## config.mk

```make
export PLATFORM = sky130hd
export DESIGN_NAME = fir_coeff_ctrl_flat
export DESIGN_NICKNAME = d
export VERILOG_FILES = /design/src/rtl/fir_pkg.sv /design/src/rtl/fir_coeff_ctrl_if.sv /design/src/rtl/fir_sample_tick.sv /design/src/rtl/fir_coeff_ctrl.sv /design/src/flat_wrapper.sv
export SDC_FILE = /design/constraint.sdc
export NUM_CORES = 2
export LEC_CHECK = 0
export CORE_MARGIN = 4
export CORE_UTILIZATION = 40
export DETAILED_ROUTE_END_ITERATION = 8
export DONT_BUFFER_PORTS = 1
export GPL_TIMING_DRIVEN = 0
export HOLD_SLACK_MARGIN = 0.08
export SETUP_SLACK_MARGIN = 0.1
export SLEW_MARGIN = 20
export SYNTH_ARGS = -nofsm -noshare
export SYNTH_HDL_FRONTEND = slang
export SYNTH_SLANG_ARGS = --single-unit
```

## constraint.sdc

```tcl
create_clock -name iClk_12MHz -period 2.3 [get_ports iClk_12MHz]
set_clock_uncertainty 0.2 [all_clocks]
set_input_delay 0.46 -clock iClk_12MHz [delete_from_list [all_inputs] [get_ports iClk_12MHz]]
set_output_delay 0.46 -clock iClk_12MHz [all_outputs]
set_load 0.01 [all_outputs]
```

## src/rtl/fir_pkg.sv

```systemverilog
// Shared constants, default coefficient set and update FSM states
// for the 33-tap FIR slice.
package fir_pkg;

    localparam int TAPS  = 33;
    localparam int CW    = 16;
    localparam int AW    = 6;
    localparam int DIV   = 20;
    localparam int CNT_W = $clog2(DIV);

    typedef logic [CW-1:0] coeff_t;

    typedef enum logic [1:0] {
        IDLE,
        LOAD,
        ARMED
    } upd_state_t;

    // Symmetric low-pass set; centre tap is index 16.
    localparam coeff_t DEFAULT_COEFF [TAPS] = '{
        16'h0003, 16'h0000, 16'h0065, 16'h006E,
        16'h0000, 16'h03F2, 16'h000D, 16'h0000,
        16'h0013, 16'h0018, 16'h0000, 16'h0025,
        16'h0030, 16'h0000, 16'h0066, 16'h00CE,
        16'h01F4,
        16'h00CE, 16'h0066, 16'h0000, 16'h0030,
        16'h0025, 16'h0000, 16'h0018, 16'h0013,
        16'h0000, 16'h000D, 16'h03F2, 16'h0000,
        16'h006E, 16'h0065, 16'h0000, 16'h0003
    };

    function automatic logic addr_ok(input logic [AW-1:0] addr);
        return addr < AW'(TAPS);
    endfunction

endpackage

```

## src/rtl/fir_coeff_ctrl_if.sv

```systemverilog
// Host-side coefficient update port of the FIR controller.
// master = register block, slave = coefficient controller.
interface fir_coeff_ctrl_if;
    import fir_pkg::*;

    logic          iCoeffUpdReq;
    logic          iCoeffWrEn;
    logic [AW-1:0] iCoeffWrAddr;
    logic [CW-1:0] iCoeffWrData;
    logic          iCoeffUpdDone;
    logic          oCoeffUpdBusy;
    logic          oCoeffErr;

    modport master (
        output iCoeffUpdReq,
        output iCoeffWrEn,
        output iCoeffWrAddr,
        output iCoeffWrData,
        output iCoeffUpdDone,
        input  oCoeffUpdBusy,
        input  oCoeffErr
    );

    modport slave (
        input  iCoeffUpdReq,
        input  iCoeffWrEn,
        input  iCoeffWrAddr,
        input  iCoeffWrData,
        input  iCoeffUpdDone,
        output oCoeffUpdBusy,
        output oCoeffErr
    );

endinterface

```

## src/rtl/fir_sample_tick.sv

```systemverilog
// Divides the system clock by DIV into a registered one-cycle
// sample strobe; the count freezes while en is low.
module fir_sample_tick
    import fir_pkg::*;
(
    input  logic clk,
    input  logic rst_n,
    input  logic en,
    output logic tick
);

    logic [CNT_W-1:0] cnt;
    logic             wrap;

    assign wrap = en && (cnt == CNT_W'(DIV - 1));

    always_ff @(posedge clk) begin
        if (!rst_n) begin
            cnt  <= '0;
            tick <= 1'b0;
        end else begin
            tick <= wrap;
            if (wrap) begin
                cnt <= '0;
            end else if (en) begin
                cnt <= cnt + 1'b1;
            end
        end
    end

endmodule

```

## src/rtl/fir_coeff_ctrl.sv

```systemverilog
// FIR sequencer: sample strobe, active coefficient bank and a
// shadow bank committed atomically on a sample boundary.
module fir_coeff_ctrl
    import fir_pkg::*;
(
    input  logic                 iClk_12MHz,
    input  logic                 iRsn,
    input  logic                 iEnFir,
    fir_coeff_ctrl_if.slave      host,
    output logic                 oEnSample_600kHz,
    output logic [TAPS*CW-1:0]   oCoeffFlat,
    output logic                 oCoeffSwapped
);

    upd_state_t    state;
    upd_state_t    state_nxt;
    coeff_t        active [TAPS];
    coeff_t        shadow [TAPS];

    logic          req;
    logic          wr;
    logic          done;
    logic [AW-1:0] addr;
    coeff_t        data;

    logic          req_ok;
    logic          wr_hit;
    logic          swap;
    logic          err_set;
    logic          err;

    assign req  = host.iCoeffUpdReq;
    assign wr   = host.iCoeffWrEn;
    assign done = host.iCoeffUpdDone;
    assign addr = host.iCoeffWrAddr;
    assign data = host.iCoeffWrData;

    fir_sample_tick u_tick (
        .clk   (iClk_12MHz),
        .rst_n (iRsn),
        .en    (iEnFir),
        .tick  (oEnSample_600kHz)
    );

    always_ff @(posedge iClk_12MHz) begin
        if (!iRsn) begin
            state <= IDLE;
        end else begin
            state <= state_nxt;
        end
    end

    // Any request that does not fit the current state is dropped
    // and only raises the sticky error.
    always_comb begin
        state_nxt = state;
        req_ok    = 1'b0;
        wr_hit    = 1'b0;
        swap      = 1'b0;
        err_set   = 1'b0;
        unique case (state)
            IDLE: begin
                req_ok  = req;
                err_set = wr || done;
                if (req) begin
                    state_nxt = LOAD;
                end
            end
            LOAD: begin
                wr_hit  = wr && addr_ok(addr);
                err_set = req || (wr && !addr_ok(addr));
                if (done) begin
                    state_nxt = ARMED;
                end
            end
            ARMED: begin
                swap    = !iEnFir || oEnSample_600kHz;
                err_set = req || wr || done;
                if (swap) begin
                    state_nxt = IDLE;
                end
            end
            default: begin
                state_nxt = IDLE;
            end
        endcase
    end

    always_ff @(posedge iClk_12MHz) begin
        if (!iRsn) begin
            for (int k = 0; k < TAPS; k++) begin
                active[k] <= DEFAULT_COEFF[k];
                shadow[k] <= DEFAULT_COEFF[k];
            end
            oCoeffSwapped <= 1'b0;
            err           <= 1'b0;
        end else begin
            oCoeffSwapped <= swap;
            if (req_ok) begin
                shadow <= active;
            end
            if (wr_hit) begin
                shadow[addr] <= data;
            end
            if (swap) begin
                active <= shadow;
            end
            // A new error in the same cycle beats the clear.
            if (err_set) begin
                err <= 1'b1;
            end else if (req_ok) begin
                err <= 1'b0;
            end
        end
    end

    for (genvar k = 0; k < TAPS; k++) begin : g_flat
        assign oCoeffFlat[CW*k +: CW] = active[k];
    end

    assign host.oCoeffUpdBusy = (state != IDLE);
    assign host.oCoeffErr     = err;

endmodule

```

## src/flat_wrapper.sv

```systemverilog
// flat-port wrapper written by rule: the top's interface ports become plain ports
module fir_coeff_ctrl_flat import fir_pkg::*;
  (iClk_12MHz, iRsn, iEnFir, oEnSample_600kHz, oCoeffFlat, oCoeffSwapped, host_iCoeffUpdReq, host_iCoeffWrEn, host_iCoeffWrAddr, host_iCoeffWrData, host_iCoeffUpdDone, host_oCoeffUpdBusy, host_oCoeffErr);
  fir_coeff_ctrl_if host_i ();
  input  logic iClk_12MHz;
  input  logic iRsn;
  input  logic iEnFir;
  output logic oEnSample_600kHz;
  output logic [TAPS*CW-1:0] oCoeffFlat;
  output logic oCoeffSwapped;
  input wire logic [$bits(host_i.iCoeffUpdReq)-1:0] host_iCoeffUpdReq;
  input wire logic [$bits(host_i.iCoeffWrEn)-1:0] host_iCoeffWrEn;
  input wire logic [$bits(host_i.iCoeffWrAddr)-1:0] host_iCoeffWrAddr;
  input wire logic [$bits(host_i.iCoeffWrData)-1:0] host_iCoeffWrData;
  input wire logic [$bits(host_i.iCoeffUpdDone)-1:0] host_iCoeffUpdDone;
  output wire logic [$bits(host_i.oCoeffUpdBusy)-1:0] host_oCoeffUpdBusy;
  output wire logic [$bits(host_i.oCoeffErr)-1:0] host_oCoeffErr;
  assign host_i.iCoeffUpdReq = host_iCoeffUpdReq;
  assign host_i.iCoeffWrEn = host_iCoeffWrEn;
  assign host_i.iCoeffWrAddr = host_iCoeffWrAddr;
  assign host_i.iCoeffWrData = host_iCoeffWrData;
  assign host_i.iCoeffUpdDone = host_iCoeffUpdDone;
  assign host_oCoeffUpdBusy = host_i.oCoeffUpdBusy;
  assign host_oCoeffErr = host_i.oCoeffErr;
  fir_coeff_ctrl u_core (.iClk_12MHz(iClk_12MHz), .iRsn(iRsn), .iEnFir(iEnFir), .host(host_i), .oEnSample_600kHz(oEnSample_600kHz), .oCoeffFlat(oCoeffFlat), .oCoeffSwapped(oCoeffSwapped));
endmodule
```

# ---- Word level (Yosys, flattened, before mapping)
# Index checks and enable logic that the tools add are counted.
dict set report word_totals {
  reg_bits 1066
  input_bits 28
  output_inout_bits 532
  word_cells 115
}
dict set report classes {
  n_addsub 1
  order_cmp 3
  n_eq_ne 6
  mux 16
  bitwise_logic 2
  n_reduce_logical 16
}
# operator count
set ops {}
lappend ops {{528-bit two-way mux} 3}
lappend ops {{528-bit bitwise mux} 1}
lappend ops {{16-bit demux with 6-bit select} 1}
lappend ops {{16-bit two-way mux} 1}
lappend ops {{7-bit >= comparator, second input constant} 1}
lappend ops {{7-bit by 1-bit less-than comparator with 1-bit output, second input constant} 1}
lappend ops {{6-bit inverter with 7-bit output} 1}
lappend ops {{6-bit less-than comparator, second input constant} 1}
lappend ops {{2-bit two-way mux} 3}
lappend ops {{2-bit one-hot mux with 3 select lines} 1}
lappend ops {{5-bit by 1-bit adder with 5-bit output, second input constant} 1}
lappend ops {{5-bit == test, second input constant} 1}
lappend ops {{1-bit logical OR} 5}
lappend ops {{1-bit two-way mux} 5}
lappend ops {{1-bit logical AND} 4}
lappend ops {{2-bit != test, second input constant} 2}
lappend ops {{2-bit nonzero test} 2}
lappend ops {{1-bit one-hot mux with 3 select lines} 1}
lappend ops {{3-bit AND reduction} 1}
lappend ops {{2-bit by 1-bit == test with 1-bit output, second input constant} 1}
lappend ops {{2-bit == test, second input constant} 1}
lappend ops {{1-bit logical NOT} 2}
lappend ops {{2-bit logical NOT} 1}
lappend ops {{2-bit by 1-bit != test with 1-bit output, second input constant} 1}
lappend ops {{other kinds (2)} 2}

# ---- Logic depth before layout (Yosys ltp)
dict set report depth {
  word_depth 7
  depth_mapped 7
  ltp_nobuf 5
}

# ---- Cells and area by module
# Synthesis repeated with hierarchy kept, for this count alone.
dict set report hier_totals {
  cells_unflattened 5447
  area_unflattened_um2 43306.5
}
# mod instances cells_each area_each_um2 seq_area_each_um2
set modules_own_cells {}
lappend modules_own_cells {fir_coeff_ctrl 1 5420 43028.8 21220.4}
lappend modules_own_cells {fir_sample_tick 1 27 277.8 120.1}

# ---- Worst setup path after synthesis
# Ideal clock, no wire load.
dict set report synth_path {
  path_kind {in2reg}
  startpoint {input port host_iCoeffUpdReq}
  endpoint {register u_core.shadow[256] in the netlist's numbering}
  setup_time_ps 137
  arrival_time_ps 1586
  t_required_ps 1963
  slack_ps 377
  cell_stages 7
  n_path_buf 4
  cell_sequence {or3b_2 buf_6 buf_6 buf_4 buf_2 nand2_1 a31oi_1}
}
dict set report synth_between {
  elab_chain_len 5
}
# item line
set synth_lines {}
lappend synth_lines {{from (decl)} flat_wrapper.sv:11} ;# input wire logic [$bits(host_i.iCoeffUpdReq)-1:0] host_iCoeffUpdReq;
lappend synth_lines {{1-bit two-way mux *} fir_coeff_ctrl.sv:61} ;# unique case (state)
lappend synth_lines {{528-bit two-way mux *} fir_coeff_ctrl.sv:99} ;# if (req_ok) begin
lappend synth_lines {{528-bit two-way mux *} fir_coeff_ctrl.sv:90} ;# if (!iRsn) begin
lappend synth_lines {{528-bit bitwise mux} fir_coeff_ctrl.sv:103} ;# shadow[addr] <= data;
lappend synth_lines {{528-bit two-way mux *} fir_coeff_ctrl.sv:102} ;# if (wr_hit) begin
lappend synth_lines {{to (signal, indexed assignment)} fir_coeff_ctrl.sv:93} ;# shadow[k] <= DEFAULT_COEFF[k];
lappend synth_lines {{to (signal assigned)} fir_coeff_ctrl.sv:100} ;# shadow <= active;
lappend synth_lines {{to (signal, indexed assignment)} fir_coeff_ctrl.sv:103}
lappend synth_lines {{to (decl)} fir_coeff_ctrl.sv:18} ;# coeff_t shadow [TAPS];
# Every way passes the cells marked *; elsewhere a longest branch is shown, timed or not. The select of a mux whose other input is x is not followed.
# A chain may end at the register's enable or synchronous reset.

# ---- Worst setup path after layout
dict set report layout_path {
  startpoint {register u_core.state[1]}
  endpoint {output port host_oCoeffUpdBusy}
}
dict set report layout_between {
  elab_chain_len 1
}
# item line
set layout_lines {}
lappend layout_lines {{from (decl)} fir_coeff_ctrl.sv:15} ;# upd_state_t state;
lappend layout_lines {{from (signal assigned)} fir_coeff_ctrl.sv:49} ;# state <= state_nxt;
lappend layout_lines {{2-bit nonzero test} fir_coeff_ctrl.sv:121} ;# assign host.oCoeffUpdBusy = (state != IDLE);
lappend layout_lines {{to (decl)} flat_wrapper.sv:16} ;# output wire logic [$bits(host_i.oCoeffUpdBusy)-1:0] host_oCoeffUpdBusy;
# No other way between the ends.

==> impl_metrics.tcl <==
set metrics [dict create \
    yosysTopAreaCellShare_pct 49.33 \
    place_congestion 0.8571 \
    place_inst 6862 \
    synth_compound_area_share_pct 19.36 \
    multi_input_area_um2 19780 \
    synth_top_family_by_area "simple AND/OR/NAND/NOR gates" \
    relSlewSlack_pct 23.30 \
    wl_per_cell_um 26.24 \
    worstPathCellList "buf_4 -> or2_4" \
    core_area_um2 107200 \
    layout.cells.non_filler 7122 \
    vias 40330 \
    seq_area_um2 21340 \
    cts.htree.levels 3 \
    setup_slack_ps 149.2 \
    synth_cells 5444 \
    worst-path-max-fanout 10 \
    place_area_um2 45440 \
    cts-buffers-inserted 114 \
    final_cell_area_um2 50190 \
    synthMuxAreaShare_pct 0.02314 \
    power_density_nw_per_um2 818.2 \
    cp.arrival_ps 1490 \
    area_delta_synth_final_pct 16.01 \
    worstSkewPairLatency_ps 720 \
    final_common_cell "nand2_1" \
    critical-path-max-stage-delay_ps 330 \
    nets 5643 \
    power.leakage_nw 22.11 \
    die-area_um2 113500 \
    finalCritPeriodShare_pct 93.51 \
    grt_antenna_before_repair 21 \
    portBuffers 0 \
    maxCapViolations 0 \
    fmax_ghz 0.4649 \
    overflow 0 \
    synthAdderAreaFrac_pct 0.02892 \
    synth_area_um2 43260 \
    dr.pass1.iters 7 \
    whs_ps 152.6 \
    initial_core_util_pct 40.35 \
    ys_ff_latch 1066 \
    end_kind "output pin" \
    slowest_stage "dfxtp_1" \
    final_hold_viol_count 0 \
    setup_violations 0 \
    ioPinCount 560 \
    die_h_um 336.9 \
    synth_top_area_cell "dfxtp_1" \
    antenna_left 0 \
    wl_um 186900 \
    grt_pass1_vias 36950 \
    die_w_um 336.9 \
    drive_gt1_share_pct 9.912 \
    vias_per_cell 5.663 \
    cts-root-buf "clkbuf_16" \
    peakVddDrop_mv 0.5953 \
    grt_max_degree 16 \
    start_kind "flip-flop" \
    grt.total_usage_pct 31.63 \
    drc 0 \
    worst_pin_slew_ps 1151 \
    rows 120 \
    cts.sinks 1066 \
    pre_cts_ws_ps -1086 \
    yosysWarningCount 0 \
    yosysSeqAreaShare_pct 49.33 \
    yosys.area_share.simple_pct 26.07 \
    cts_tree "built" \
    rsz0062_at_grt "yes" \
    drv_slew 0 \
    syn_nets 5473 \
    grt_pass1_wl_um 264400 \
    worstHoldPathType "input pin to flip-flop" \
    min_period_ps 2151 \
    clk_pin_slew_ps 60 \
    dpl.hpwl_um 128800 \
    synth_cell_types 40 \
    layout_common_cells "nand2_1, dfxtp_1, a21boi_0, nand3_1, o211a_1" \
    drtIter0Drc 4159 \
    nFillCells 10510 \
    cts_max_path_buffers 3 \
    synth_xor_area_share_pct 0.06074 \
    final_util_pct 46.81 \
    run_status "completed" \
    worstPathRequired_ps 1640 \
    postSynthAreaPerCell_um2 7.946 \
    worstSetupPathType "flip-flop to output pin" \
    ys_top_cells_by_area "dfxtp_1, nand2_1, a21boi_0" \
]
[power breakdown]
group	total [W]	internal [W]	switching [W]
clock	0.0192	0.0112	0.00802
sequential	0.0189	0.0187	0.000196
combinational	0.00297	0.000796	0.00217
[cells in the mapped netlist]
cell type	number
and4bb_2	1
nor3b_4	2
mux2i_1	1
buf_6	3
dfxtp_1	1066
nor3b_2	1
nor2_1	94
o32ai_1	1
or2_2	1
nand2b_1	2
nor3_1	3
buf_1	18
and3_1	87
o211a_1	321
nand3b_1	1
a21boi_1	1
a21oi_1	2
clkbuf_1	296
a21boi_0	443
nor4bb_1	2
buf_2	174
xnor2_1	1
and3b_1	2
xor2_1	2
nand2_1	2117
nor3_2	1
inv_1	1
nor2b_1	4
buf_4	17
nand4b_1	1
or3b_2	1
o21ai_1	60
nand3_1	440
ha_1	1
a31oi_1	121
o21ai_0	149
and2_1	2
nand4_1	1
and4b_1	2
o41ai_1	1
[worst paths after layout]
check / to / depth (start not counted) / start / slack (ps)
worst max-delay path: host_oCoeffUpdBusy / 2 / u_core.state[1] / 150
worst min-delay path: u_core.u_tick.cnt[0] / 3 / iEnFir / 150
worst max register to register: u_core.shadow[265] / 7 / u_core.state[1] / 160
worst min register to register: u_core.oCoeffFlat[22] / 2 / u_core.shadow[502] / 250
[stage by stage]
stage | total power, W | setup TNS (ps)
6_report | 0.04106 | 0
5_1_grt | 0.04210 | 0
4_1_cts | 0.04111 | 0
3_5_place_dp | 0.02201 | -585110
3_3_place_gp | 0.02190 | -632990
2_1_floorplan | 0.02068 | 0
[per-layer routing]
layer  part of all wire, %  track usage, %  vias up
li1                      -               -    18600
met1                    40           40.14    19430
met2                    43           48.39     1890
met3                    12           11.56      395
met4                   4.8           13.62       12
met5                 0.040               0        -
[worst max-delay path: cells and delay by family, from the launching register on]
family / cells / cell delay, ps
buffers and inverters: 1 / 170
flip-flops: 1 / 330
AND/OR/NAND/NOR: 1 / 280
[cell type report]
cell class                      instances  area share, %
Multi-Input combinational cell       3869          39.41
Clock inverter                         40         0.9998
Timing Repair Buffer                   54          1.546
Clock buffer                          172          6.719
Inverter                                1       0.007479
Buffer                                508          5.253
Tap cell                             1403          3.498
Sequential cell                      1066          42.53
Antenna cell                            9        0.04488
[flip-flops by register name, indices dropped and copies added, names as in the netlist]
signal and count:
u_core.state 2, u_core.u_tick.cnt 5, u_core.u_tick.tick 1, u_core.host.oCoeffErr 1, u_core.oCoeffSwapped 1, u_core.shadow 528, u_core.oCoeffFlat 528
[what timing repair did]
action / CTS / global route
resized for setup: 144 / 113
cloned: 0 / 0
endpoints found under the setup margin: 1014 / 667
setup buffers: 1 / 4
hold endpoints to repair: 115 / 0
hold buffers: 34 / 0
pin swaps: 2 / 3
[kinds of logic after synthesis]
family	after synthesis
XOR/XNOR	3
buffers and inverters	509
AO/OA/AOI/OAI	1099
AND/OR/NAND/NOR	2765
adder cells (fa/ha/maj)	1
flip-flops	1066
multiplexers	1
(Power assumes the default switching activity.)
